File: src/rtl/ip_tuple_parse_q_pkg.sv
// Shared types and flit layout constants for the IP 4-tuple parser.
// Header and metadata fields sit MSB-aligned in the flit; the offsets below
// are measured from the flit MSB and match the packed struct layouts.
package ip_tuple_parse_q_pkg;

  localparam int NOC_DATA_W   = 256;
  localparam int MSG_LEN_W    = 16;
  localparam int META_FLITS_W = 8;
  localparam int PORT_NUM_W   = 16;
  localparam int IP_ADDR_W    = 32;

  localparam logic [MSG_LEN_W-1:0] MSG_LEN_ZERO = MSG_LEN_W'(0);
  localparam logic [MSG_LEN_W-1:0] MSG_LEN_ONE  = MSG_LEN_W'(1);

  // Load-balancer hash key.
  typedef struct packed {
    logic [IP_ADDR_W-1:0]  src_ip;
    logic [IP_ADDR_W-1:0]  dst_ip;
    logic [PORT_NUM_W-1:0] src_port;
    logic [PORT_NUM_W-1:0] dst_port;
  } hash_struct;

  // Tuple queue entry: key plus a flag telling whether the ports are real.
  typedef struct packed {
    hash_struct tuple;
    logic       has_ports;
  } ip_tuple_q_entry;

  // NoC header flit (MSB-aligned).
  typedef struct packed {
    logic [7:0]              dst_x;
    logic [7:0]              dst_y;
    logic [7:0]              dst_fbits;
    logic [MSG_LEN_W-1:0]    msg_len;
    logic [7:0]              msg_type;
    logic [7:0]              src_x;
    logic [7:0]              src_y;
    logic [7:0]              src_fbits;
    logic [META_FLITS_W-1:0] metadata_flits;
  } noc_hdr_flit;

  // IP receive metadata flit (MSB-aligned).
  typedef struct packed {
    logic [IP_ADDR_W-1:0] src_ip;
    logic [IP_ADDR_W-1:0] dst_ip;
    logic [15:0]          data_payload_len;
    logic [7:0]           protocol;
  } ip_rx_metadata_flit;

  // Bit offsets from the flit MSB of the fields the parser reads.
  localparam int HDR_MSG_LEN_OFF    = 24;
  localparam int HDR_META_FLITS_OFF = 72;
  localparam int META_SRC_IP_OFF    = 0;
  localparam int META_DST_IP_OFF    = 32;

  // Assemble a queue entry from its parts.
  function automatic ip_tuple_q_entry make_entry(
    input logic [IP_ADDR_W-1:0]  src_ip,
    input logic [IP_ADDR_W-1:0]  dst_ip,
    input logic [PORT_NUM_W-1:0] src_port,
    input logic [PORT_NUM_W-1:0] dst_port,
    input logic                  has_ports
  );
    ip_tuple_q_entry e;
    e.tuple.src_ip   = src_ip;
    e.tuple.dst_ip   = dst_ip;
    e.tuple.src_port = src_port;
    e.tuple.dst_port = dst_port;
    e.has_ports      = has_ports;
    return e;
  endfunction

endpackage

File: src/rtl/ip_tuple_parse_q_chk.sv
// Simulation-only checks on the parser: zero-length headers are illegal and
// the tuple queue must never report more entries than it has.
module ip_tuple_parse_q_chk
  import ip_tuple_parse_q_pkg::*;
#(
  parameter int DEPTH = 4
) (
  input logic                     clk,
  input logic                     rst,
  input logic                     hdr_xfer,
  input logic [MSG_LEN_W-1:0]     hdr_msg_len,
  input logic [$clog2(DEPTH):0]   occ
);

  localparam int OCC_W = $clog2(DEPTH) + 1;

  // Flag illegal header lengths and queue overfill on every active edge.
  always @(posedge clk) begin
    if (!rst) begin
      if (hdr_xfer) begin
        assert (hdr_msg_len != MSG_LEN_ZERO)
          else $error("ip_tuple_parse_q: header with msg_len 0");
      end
      assert (occ <= OCC_W'(DEPTH))
        else $error("ip_tuple_parse_q: tuple queue occupancy above depth");
    end
  end

endmodule

File: src/rtl/ip_tuple_parse_q_fifo.sv
// First-word-fall-through queue holding parsed tuples.
// A write while full is accepted only when a read retires the head in the
// same cycle, so occupancy never exceeds DEPTH.
module ip_tuple_parse_q_fifo #(
  parameter int WIDTH = 8,
  parameter int DEPTH = 4
) (
  input  logic                     clk,
  input  logic                     rst,
  input  logic                     wr_val,
  input  logic [WIDTH-1:0]         wr_data,
  output logic                     full,
  output logic                     rd_val,
  output logic [WIDTH-1:0]         rd_data,
  input  logic                     rd_rdy,
  output logic [$clog2(DEPTH):0]   occ
);

  localparam int PTR_W = $clog2(DEPTH);
  localparam int OCC_W = PTR_W + 1;
  localparam logic [OCC_W-1:0] OCC_FULL = OCC_W'(DEPTH);
  localparam logic [OCC_W-1:0] OCC_ONE  = OCC_W'(1);
  localparam logic [OCC_W-1:0] OCC_ZERO = OCC_W'(0);
  localparam logic [PTR_W-1:0] PTR_ONE  = PTR_W'(1);

  logic [WIDTH-1:0] mem_q [DEPTH];
  logic [WIDTH-1:0] mem_d [DEPTH];
  logic [PTR_W-1:0] wr_ptr_q, wr_ptr_d;
  logic [PTR_W-1:0] rd_ptr_q, rd_ptr_d;
  logic [OCC_W-1:0] occ_q, occ_d;
  logic             do_wr_s;
  logic             do_rd_s;

  assign full    = (occ_q == OCC_FULL);
  assign rd_val  = (occ_q != OCC_ZERO);
  assign rd_data = mem_q[rd_ptr_q];
  assign occ     = occ_q;
  assign do_rd_s = rd_val & rd_rdy;
  assign do_wr_s = wr_val & (~full | do_rd_s);

  // Next storage, pointers and occupancy from the write/read strobes.
  always_comb begin
    mem_d    = mem_q;
    wr_ptr_d = wr_ptr_q;
    rd_ptr_d = rd_ptr_q;
    occ_d    = occ_q;
    if (do_wr_s) begin
      mem_d[wr_ptr_q] = wr_data;
      wr_ptr_d        = wr_ptr_q + PTR_ONE;
    end else begin
      wr_ptr_d = wr_ptr_q;
    end
    if (do_rd_s) begin
      rd_ptr_d = rd_ptr_q + PTR_ONE;
    end else begin
      rd_ptr_d = rd_ptr_q;
    end
    case ({do_wr_s, do_rd_s})
      2'b10:   occ_d = occ_q + OCC_ONE;
      2'b01:   occ_d = occ_q - OCC_ONE;
      default: occ_d = occ_q;
    endcase
  end

  // Queue state registers; everything clears on reset.
  always_ff @(posedge clk) begin
    if (rst) begin
      for (int i = 0; i < DEPTH; i++) begin
        mem_q[i] <= '0;
      end
      wr_ptr_q <= '0;
      rd_ptr_q <= '0;
      occ_q    <= '0;
    end else begin
      mem_q    <= mem_d;
      wr_ptr_q <= wr_ptr_d;
      rd_ptr_q <= rd_ptr_d;
      occ_q    <= occ_d;
    end
  end

endmodule

File: src/rtl/ip_tuple_parse_q.sv
// Pass-through parser for IP NoC messages. Flits flow straight through with
// zero latency; one {src_ip, dst_ip, src_port, dst_port} tuple per message is
// pushed into a small queue. Data is only held back when the push flit meets
// a full queue that is not draining in the same cycle.
module ip_tuple_parse_q
  import ip_tuple_parse_q_pkg::*;
#(
  parameter int DATA_W        = NOC_DATA_W,
  parameter int PORT_OFFSET   = 0,
  parameter int IP_META_IDX   = 0,
  parameter int TUPLE_Q_DEPTH = 4
) (
  input  logic                            clk,
  input  logic                            rst,
  input  logic                            src_val,
  input  logic [DATA_W-1:0]               src_data,
  output logic                            src_rdy,
  output logic                            dst_val,
  output logic [DATA_W-1:0]               dst_data,
  output logic                            dst_last,
  input  logic                            dst_rdy,
  output logic                            tuple_val,
  output hash_struct                      tuple,
  output logic                            tuple_has_ports,
  input  logic                            tuple_rdy,
  output logic [$clog2(TUPLE_Q_DEPTH):0]  tuple_q_occ
);

  typedef enum logic [1:0] {
    HDR  = 2'd0,
    META = 2'd1,
    PAY  = 2'd2,
    BODY = 2'd3
  } parse_state_e;

  localparam int ENTRY_W       = $bits(ip_tuple_q_entry);
  localparam int PORT_SRC_MSB  = DATA_W - 1 - PORT_OFFSET;
  localparam int PORT_DST_MSB  = PORT_SRC_MSB - PORT_NUM_W;
  localparam logic [MSG_LEN_W-1:0] IP_META_IDX_L = MSG_LEN_W'(IP_META_IDX);

  parse_state_e          state_q, state_d;
  logic [MSG_LEN_W-1:0]  rem_q, rem_d;
  logic [MSG_LEN_W-1:0]  meta_cnt_q, meta_cnt_d;
  logic [MSG_LEN_W-1:0]  meta_flits_q, meta_flits_d;
  logic [IP_ADDR_W-1:0]  staged_src_ip_q, staged_src_ip_d;
  logic [IP_ADDR_W-1:0]  staged_dst_ip_q, staged_dst_ip_d;

  logic [MSG_LEN_W-1:0]  hdr_msg_len_s;
  logic [MSG_LEN_W-1:0]  hdr_meta_flits_s;
  logic [IP_ADDR_W-1:0]  meta_src_ip_s;
  logic [IP_ADDR_W-1:0]  meta_dst_ip_s;
  logic [PORT_NUM_W-1:0] pay_src_port_s;
  logic [PORT_NUM_W-1:0] pay_dst_port_s;

  logic                  last_s;
  logic                  push_flit_s;
  logic                  meta_end_s;
  logic                  ok_s;
  logic                  xfer_s;
  logic                  push_s;
  logic                  pop_s;
  logic                  q_full_s;
  ip_tuple_q_entry       push_entry_s;
  logic [ENTRY_W-1:0]    q_head_bits_s;
  ip_tuple_q_entry       q_head_s;

  // Field views of the current flit.
  assign hdr_msg_len_s    = src_data[DATA_W-1-HDR_MSG_LEN_OFF -: MSG_LEN_W];
  assign hdr_meta_flits_s = MSG_LEN_W'(src_data[DATA_W-1-HDR_META_FLITS_OFF -: META_FLITS_W]);
  assign meta_src_ip_s    = src_data[DATA_W-1-META_SRC_IP_OFF -: IP_ADDR_W];
  assign meta_dst_ip_s    = src_data[DATA_W-1-META_DST_IP_OFF -: IP_ADDR_W];
  assign pay_src_port_s   = src_data[PORT_SRC_MSB -: PORT_NUM_W];
  assign pay_dst_port_s   = src_data[PORT_DST_MSB -: PORT_NUM_W];

  // Handshake: the only back-pressure added is a push meeting a full queue.
  assign pop_s    = tuple_val & tuple_rdy;
  assign ok_s     = ~(push_flit_s & q_full_s & ~pop_s);
  assign src_rdy  = dst_rdy & ok_s;
  assign dst_val  = src_val & ok_s;
  assign dst_data = src_data;
  assign dst_last = last_s;
  assign xfer_s   = src_val & src_rdy;
  assign push_s   = xfer_s & push_flit_s;

  // Parser state register.
  always_ff @(posedge clk) begin
    if (rst) begin
      state_q <= HDR;
    end else begin
      state_q <= state_d;
    end
  end

  // Next parser state, advancing only on a flit transfer.
  always_comb begin
    state_d = state_q;
    if (xfer_s) begin
      case (state_q)
        HDR: begin
          if (last_s) begin
            state_d = HDR;
          end else if (hdr_meta_flits_s == MSG_LEN_ZERO) begin
            state_d = PAY;
          end else begin
            state_d = META;
          end
        end
        META: begin
          if (last_s) begin
            state_d = HDR;
          end else if (meta_end_s) begin
            state_d = PAY;
          end else begin
            state_d = META;
          end
        end
        PAY: begin
          if (last_s) begin
            state_d = HDR;
          end else begin
            state_d = BODY;
          end
        end
        BODY: begin
          if (last_s) begin
            state_d = HDR;
          end else begin
            state_d = BODY;
          end
        end
        default: state_d = HDR;
      endcase
    end else begin
      state_d = state_q;
    end
  end

  // Per-state flags: last flit of the message and whether this flit pushes.
  // A metadata flit that ends the message pushes even if the header claimed
  // more metadata, so every message yields exactly one tuple.
  always_comb begin
    last_s      = 1'b0;
    push_flit_s = 1'b0;
    meta_end_s  = (meta_cnt_q == (meta_flits_q - MSG_LEN_ONE));
    case (state_q)
      HDR: begin
        last_s      = (hdr_msg_len_s == MSG_LEN_ONE);
        push_flit_s = last_s;
      end
      META: begin
        last_s      = (rem_q == MSG_LEN_ONE);
        push_flit_s = last_s;
      end
      PAY: begin
        last_s      = (rem_q == MSG_LEN_ONE);
        push_flit_s = 1'b1;
      end
      BODY: begin
        last_s      = (rem_q == MSG_LEN_ONE);
        push_flit_s = 1'b0;
      end
      default: begin
        last_s      = 1'b0;
        push_flit_s = 1'b0;
      end
    endcase
  end

  // Counters and staged IPs; the staged IPs restart at zero with each header.
  always_comb begin
    rem_d           = rem_q;
    meta_cnt_d      = meta_cnt_q;
    meta_flits_d    = meta_flits_q;
    staged_src_ip_d = staged_src_ip_q;
    staged_dst_ip_d = staged_dst_ip_q;
    if (xfer_s) begin
      case (state_q)
        HDR: begin
          rem_d           = hdr_msg_len_s - MSG_LEN_ONE;
          meta_cnt_d      = MSG_LEN_ZERO;
          meta_flits_d    = hdr_meta_flits_s;
          staged_src_ip_d = '0;
          staged_dst_ip_d = '0;
        end
        META: begin
          if (meta_cnt_q == IP_META_IDX_L) begin
            staged_src_ip_d = meta_src_ip_s;
            staged_dst_ip_d = meta_dst_ip_s;
          end else begin
            staged_src_ip_d = staged_src_ip_q;
            staged_dst_ip_d = staged_dst_ip_q;
          end
          meta_cnt_d = meta_cnt_q + MSG_LEN_ONE;
          rem_d      = rem_q - MSG_LEN_ONE;
        end
        PAY:     rem_d = rem_q - MSG_LEN_ONE;
        BODY:    rem_d = rem_q - MSG_LEN_ONE;
        default: rem_d = rem_q;
      endcase
    end else begin
      rem_d = rem_q;
    end
  end

  // Entry pushed this cycle. The next-value IPs are used so that a capture
  // and a push on the same metadata flit carry the fresh addresses, and a
  // header-only push carries zeros.
  always_comb begin
    if (state_q == PAY) begin
      push_entry_s = make_entry(staged_src_ip_d, staged_dst_ip_d,
                                pay_src_port_s, pay_dst_port_s, 1'b1);
    end else begin
      push_entry_s = make_entry(staged_src_ip_d, staged_dst_ip_d,
                                {PORT_NUM_W{1'b0}}, {PORT_NUM_W{1'b0}}, 1'b0);
    end
  end

  // Datapath registers.
  always_ff @(posedge clk) begin
    if (rst) begin
      rem_q           <= '0;
      meta_cnt_q      <= '0;
      meta_flits_q    <= '0;
      staged_src_ip_q <= '0;
      staged_dst_ip_q <= '0;
    end else begin
      rem_q           <= rem_d;
      meta_cnt_q      <= meta_cnt_d;
      meta_flits_q    <= meta_flits_d;
      staged_src_ip_q <= staged_src_ip_d;
      staged_dst_ip_q <= staged_dst_ip_d;
    end
  end

  ip_tuple_parse_q_fifo #(
    .WIDTH (ENTRY_W),
    .DEPTH (TUPLE_Q_DEPTH)
  ) u_tuple_q (
    .clk     (clk),
    .rst     (rst),
    .wr_val  (push_s),
    .wr_data (push_entry_s),
    .full    (q_full_s),
    .rd_val  (tuple_val),
    .rd_data (q_head_bits_s),
    .rd_rdy  (tuple_rdy),
    .occ     (tuple_q_occ)
  );

  assign q_head_s        = ip_tuple_q_entry'(q_head_bits_s);
  assign tuple           = q_head_s.tuple;
  assign tuple_has_ports = q_head_s.has_ports;

  ip_tuple_parse_q_chk #(
    .DEPTH (TUPLE_Q_DEPTH)
  ) u_chk (
    .clk         (clk),
    .rst         (rst),
    .hdr_xfer    (xfer_s & (state_q == HDR)),
    .hdr_msg_len (hdr_msg_len_s),
    .occ         (tuple_q_occ)
  );

endmodule

File: config.mk
export PLATFORM = sky130hd
export DESIGN_NAME = ip_tuple_parse_q
export DESIGN_NICKNAME = d
export VERILOG_FILES = /design/src/rtl/ip_tuple_parse_q_pkg.sv /design/src/rtl/ip_tuple_parse_q_chk.sv /design/src/rtl/ip_tuple_parse_q_fifo.sv /design/src/rtl/ip_tuple_parse_q.sv
export SDC_FILE = /design/constraint.sdc
export NUM_CORES = 1
export LEC_CHECK = 0
export ABC_CLOCK_PERIOD_IN_PS = 8300
export BUFFER_PORTS_ARGS = -buffer_cell sky130_fd_sc_hd__buf_2
export CORE_AREA = 2 2 244 246
export CTS_CLUSTER_DIAMETER = 60
export DETAILED_ROUTE_END_ITERATION = 10
export DIE_AREA = 0 0 246 248
export GPL_TIMING_DRIVEN = 1
export PLACE_DENSITY = 0.67
export SLEW_MARGIN = 20
export SYNTH_ARGS = -nofsm -noshare
export SYNTH_HDL_FRONTEND = slang
export SYNTH_HIERARCHICAL = 1
export SYNTH_SLANG_ARGS = --single-unit
File: constraint.sdc
create_clock -name clk -period 8.3 [get_ports clk]
set_clock_uncertainty 0.2 [all_clocks]
set_input_delay 1.245 -clock clk [delete_from_list [all_inputs] [get_ports clk]]
set_output_delay 1.245 -clock clk [all_outputs]
set_load 0.01 [all_outputs]
==> qor.yml <==
critical_path:
  slowest_stage: "or4_1"
  crit_chain: "buf_2 > or4_1 > nor3_2 > a31o_1 > a21oi_1 > buf_2"
  cpMostUsedCell: "buf_2"
  cp-end-kind: "output port"
  reg2reg_slack_ps: 3700
  reg2reg_from: "u_tuple_q/occ[1]"
  worstPathArrival_ps: 3350
  slowest_delay_ps: 670
  startpoint_type: "input pin"
  critPathKind: "in2out"
  cp_max_fo: 18
  worstPathRequired_ps: 6860
  setup.worst_path.start: "src_data[221]"
finish:
  fin_nets: 2609
  drive_above_1_share_pct: 20.2
  area_growth_pct: 6.57
  mostFrequentLayoutCells: "499 x dfxtp_1, 490 x nand2b_1, 398 x mux2i_1"
  multi_input_area_um2: 12600
  n_antenna_cell: 0
  seqCellArea_um2: 10000
  final_common_cell: "dfxtp_1"
  nFillCells: 5422
  fin_area_um2: 27100
job:
  cap_violations: 0
floorplanning:
  initial_utilization_pct: 43.6
  ios: 621
  die_y_um: 248
  coreArea_um2: 58500
  num_rows: 89
  dieArea_um2: 61000
  die_x_um: 246
sta:
  clock.fmax_mhz: 208
  setup_violations: 0
  whs_ps: 269
  hold_viol: 0
  tightest_slew_ps: 1340
  relSlewSlack_pct: 10.6
  post-route-period-util_pct: 57.8
  finalCriticalPeriod_ps: 4800
  rsz0062_at_grt: "false"
  slew_viol_final: 0
  fin_tns_setup_ps: 0
logic_synthesis:
  ys_ff_latch: 501
  synth_edf_count: 0
  synth_mux_area_share_pct: 24.2
  ys_seq_area_share_pct: 39.4
  synthXorXnorAreaFrac_pct: 1.31
  synth_flop_cell: "dfxtp_1"
  ys_types: 63
  yosys_warnings: 6
  synth_simple_gate_area_share_pct: 18.5
  synth-async-reset-ratio_pct: 0
  syn_nets: 2713
  synth_top_family_by_area: "multiplexers"
  synth-compound-area-share_pct: 4.60
  yosys.area.top_type: "dfxtp_1"
  netlist.area_leader.share_pct: 39.4
  synthAdderAreaFrac_pct: 0.668
  syn_inst: 2439
  synth.avg_cell_area_um2: 10.4
  synthTopCellsByArea: "dfxtp_1 39%, mux2i_1 16%, nand2b_1 12%"
  syn_area_um2: 25500
route:
  drc_errors: 0
  vias: 16890
  drt_iter0_drc: 1163
  first_pass_iters: 8
  wl_per_cell_um: 20.1
  vias_per_cell: 5.36
  ant_nets: 0
  route.final.wire_length_um: 63300
pwr:
  vdd_drop_max_v: 0.000146
  power_w: 0.00544
  p_leak_nw: 11.6
  powerDensity_nw_per_um2: 200
global_routing:
  grt_pass1_vias: 16838
  grt_pass1_wl_um: 97100
  overflow: 0
  grt_max_degree: 340
  grt_antenna_before_repair: 2
  gr-usage-all-layers_pct: 20.1
clock_tree:
  hold_buffers: 0
  path_clk_slew_ps: 60
  cts_max_path_buffers: 3
  cts.sinks: 501
  cts_resized: 0
  tritoncts: "done"
  htreeDepth: 2
  clk_latency_ps: 600
  cts-root-buf: "clkbuf_16"
  cts_setup_buffers: 0
  numCtsBuffers: 57
placement:
  placed_area_um2: 25100
  place_congestion: 0.862
  dpl.hpwl_um: 40100
  port-buffer-count: 252
min_path:
  min-delay-start: "u_tuple_q/mem_q[335]"
  hold_path_class: "reg2reg"
run_status:
  status: "finished, final reports clean"
-- worst max-delay path: cells and delay by family --
family	cells	cell delay [ps]
AND/OR/NAND/NOR	2	950
buffers and inverters	2	320
AO/OA/AOI/OAI	2	830
-- final timing paths --
kind,to,cells past startpoint
min,u_tuple_q/mem_q[335],2
min reg2reg,u_tuple_q/mem_q[335],2
max reg2reg,u_tuple_q/mem_q[312],11
max,dst_val,6
-- kinds of logic (layout without fill, tap and decap cells) --
logic type / after synthesis / in the layout
mux: 495 / 495
compound gates: 162 / 162
fa+ha+maj: 13 / 13
buf+inv: 453 / 393
flops: 501 / 501
simple gates: 777 / 777
xor+xnor: 38 / 38
-- per-layer routing --
metal | track usage (%) | routed length, µm
met3 | 6.09 | 4920
met4 | 6.27 | 1550
met5 | 0.715 | 11
met1 | 26.4 | 28000
met2 | 31.7 | 28800
-- state kept, by name, indices dropped and copies added (netlist names), 3 cells and up --
signal / cells
u_tuple_q/mem_q: 388
staged_dst_ip_q: 32
staged_src_ip_q: 32
meta_cnt_q: 16
rem_q: 16
meta_flits_q: 8
u_tuple_q/occ: 3
-- where the power goes --
part	switching [W]	leakage, nW	internal, W
Clock	0.00104	1.01	0.00166
Combinational	0.000175	6.59	0.000124
Sequential	0.0000142	4.04	0.00242
-- cell usage after synthesis, types with 3 or more instances --
master,instances
nand2b_1,490
ha_1,12
nand4_1,12
or2_2,3
and2_1,96
nor3_1,16
or4_1,5
nor2_1,56
xor2_1,14
buf_2,54
mux2i_1,398
o211ai_1,4
buf_4,263
a211oi_1,3
inv_1,24
buf_6,19
a21o_1,3
nor4_1,20
or3_1,6
nand3_1,17
a22o_1,65
and3_1,8
mux4_2,97
a21oi_1,28
o21ai_0,29
nand4b_1,3
nand2_1,26
a31oi_1,6
xnor2_1,24
dfxtp_1,501
clkbuf_1,93
-- per-stage QoR --
step | std cells | setup WS, ps | util (%)
final | 3152 | 3500 | 46.4
after global routing | 3152 | 3320 | 46.4
after CTS | 3152 | 3420 | 46.4
after detailed placement | 3049 | 3060 | 43.0
after global placement | 3049 | 3120 | 43.0
after floorplan | 2439 | 3850 | -
-- layout make-up --
class	count	share of cell area (%)
Clock buffer	76	6.01
Clock inverter	27	1.48
Inverter	24	0.332
Multi-Input combinational cell	1485	46.4
Sequential cell	501	37.0
Tap cell	773	3.56
Timing Repair Buffer	266	5.21
No activity file was read; power rests on OpenSTA's default activity.
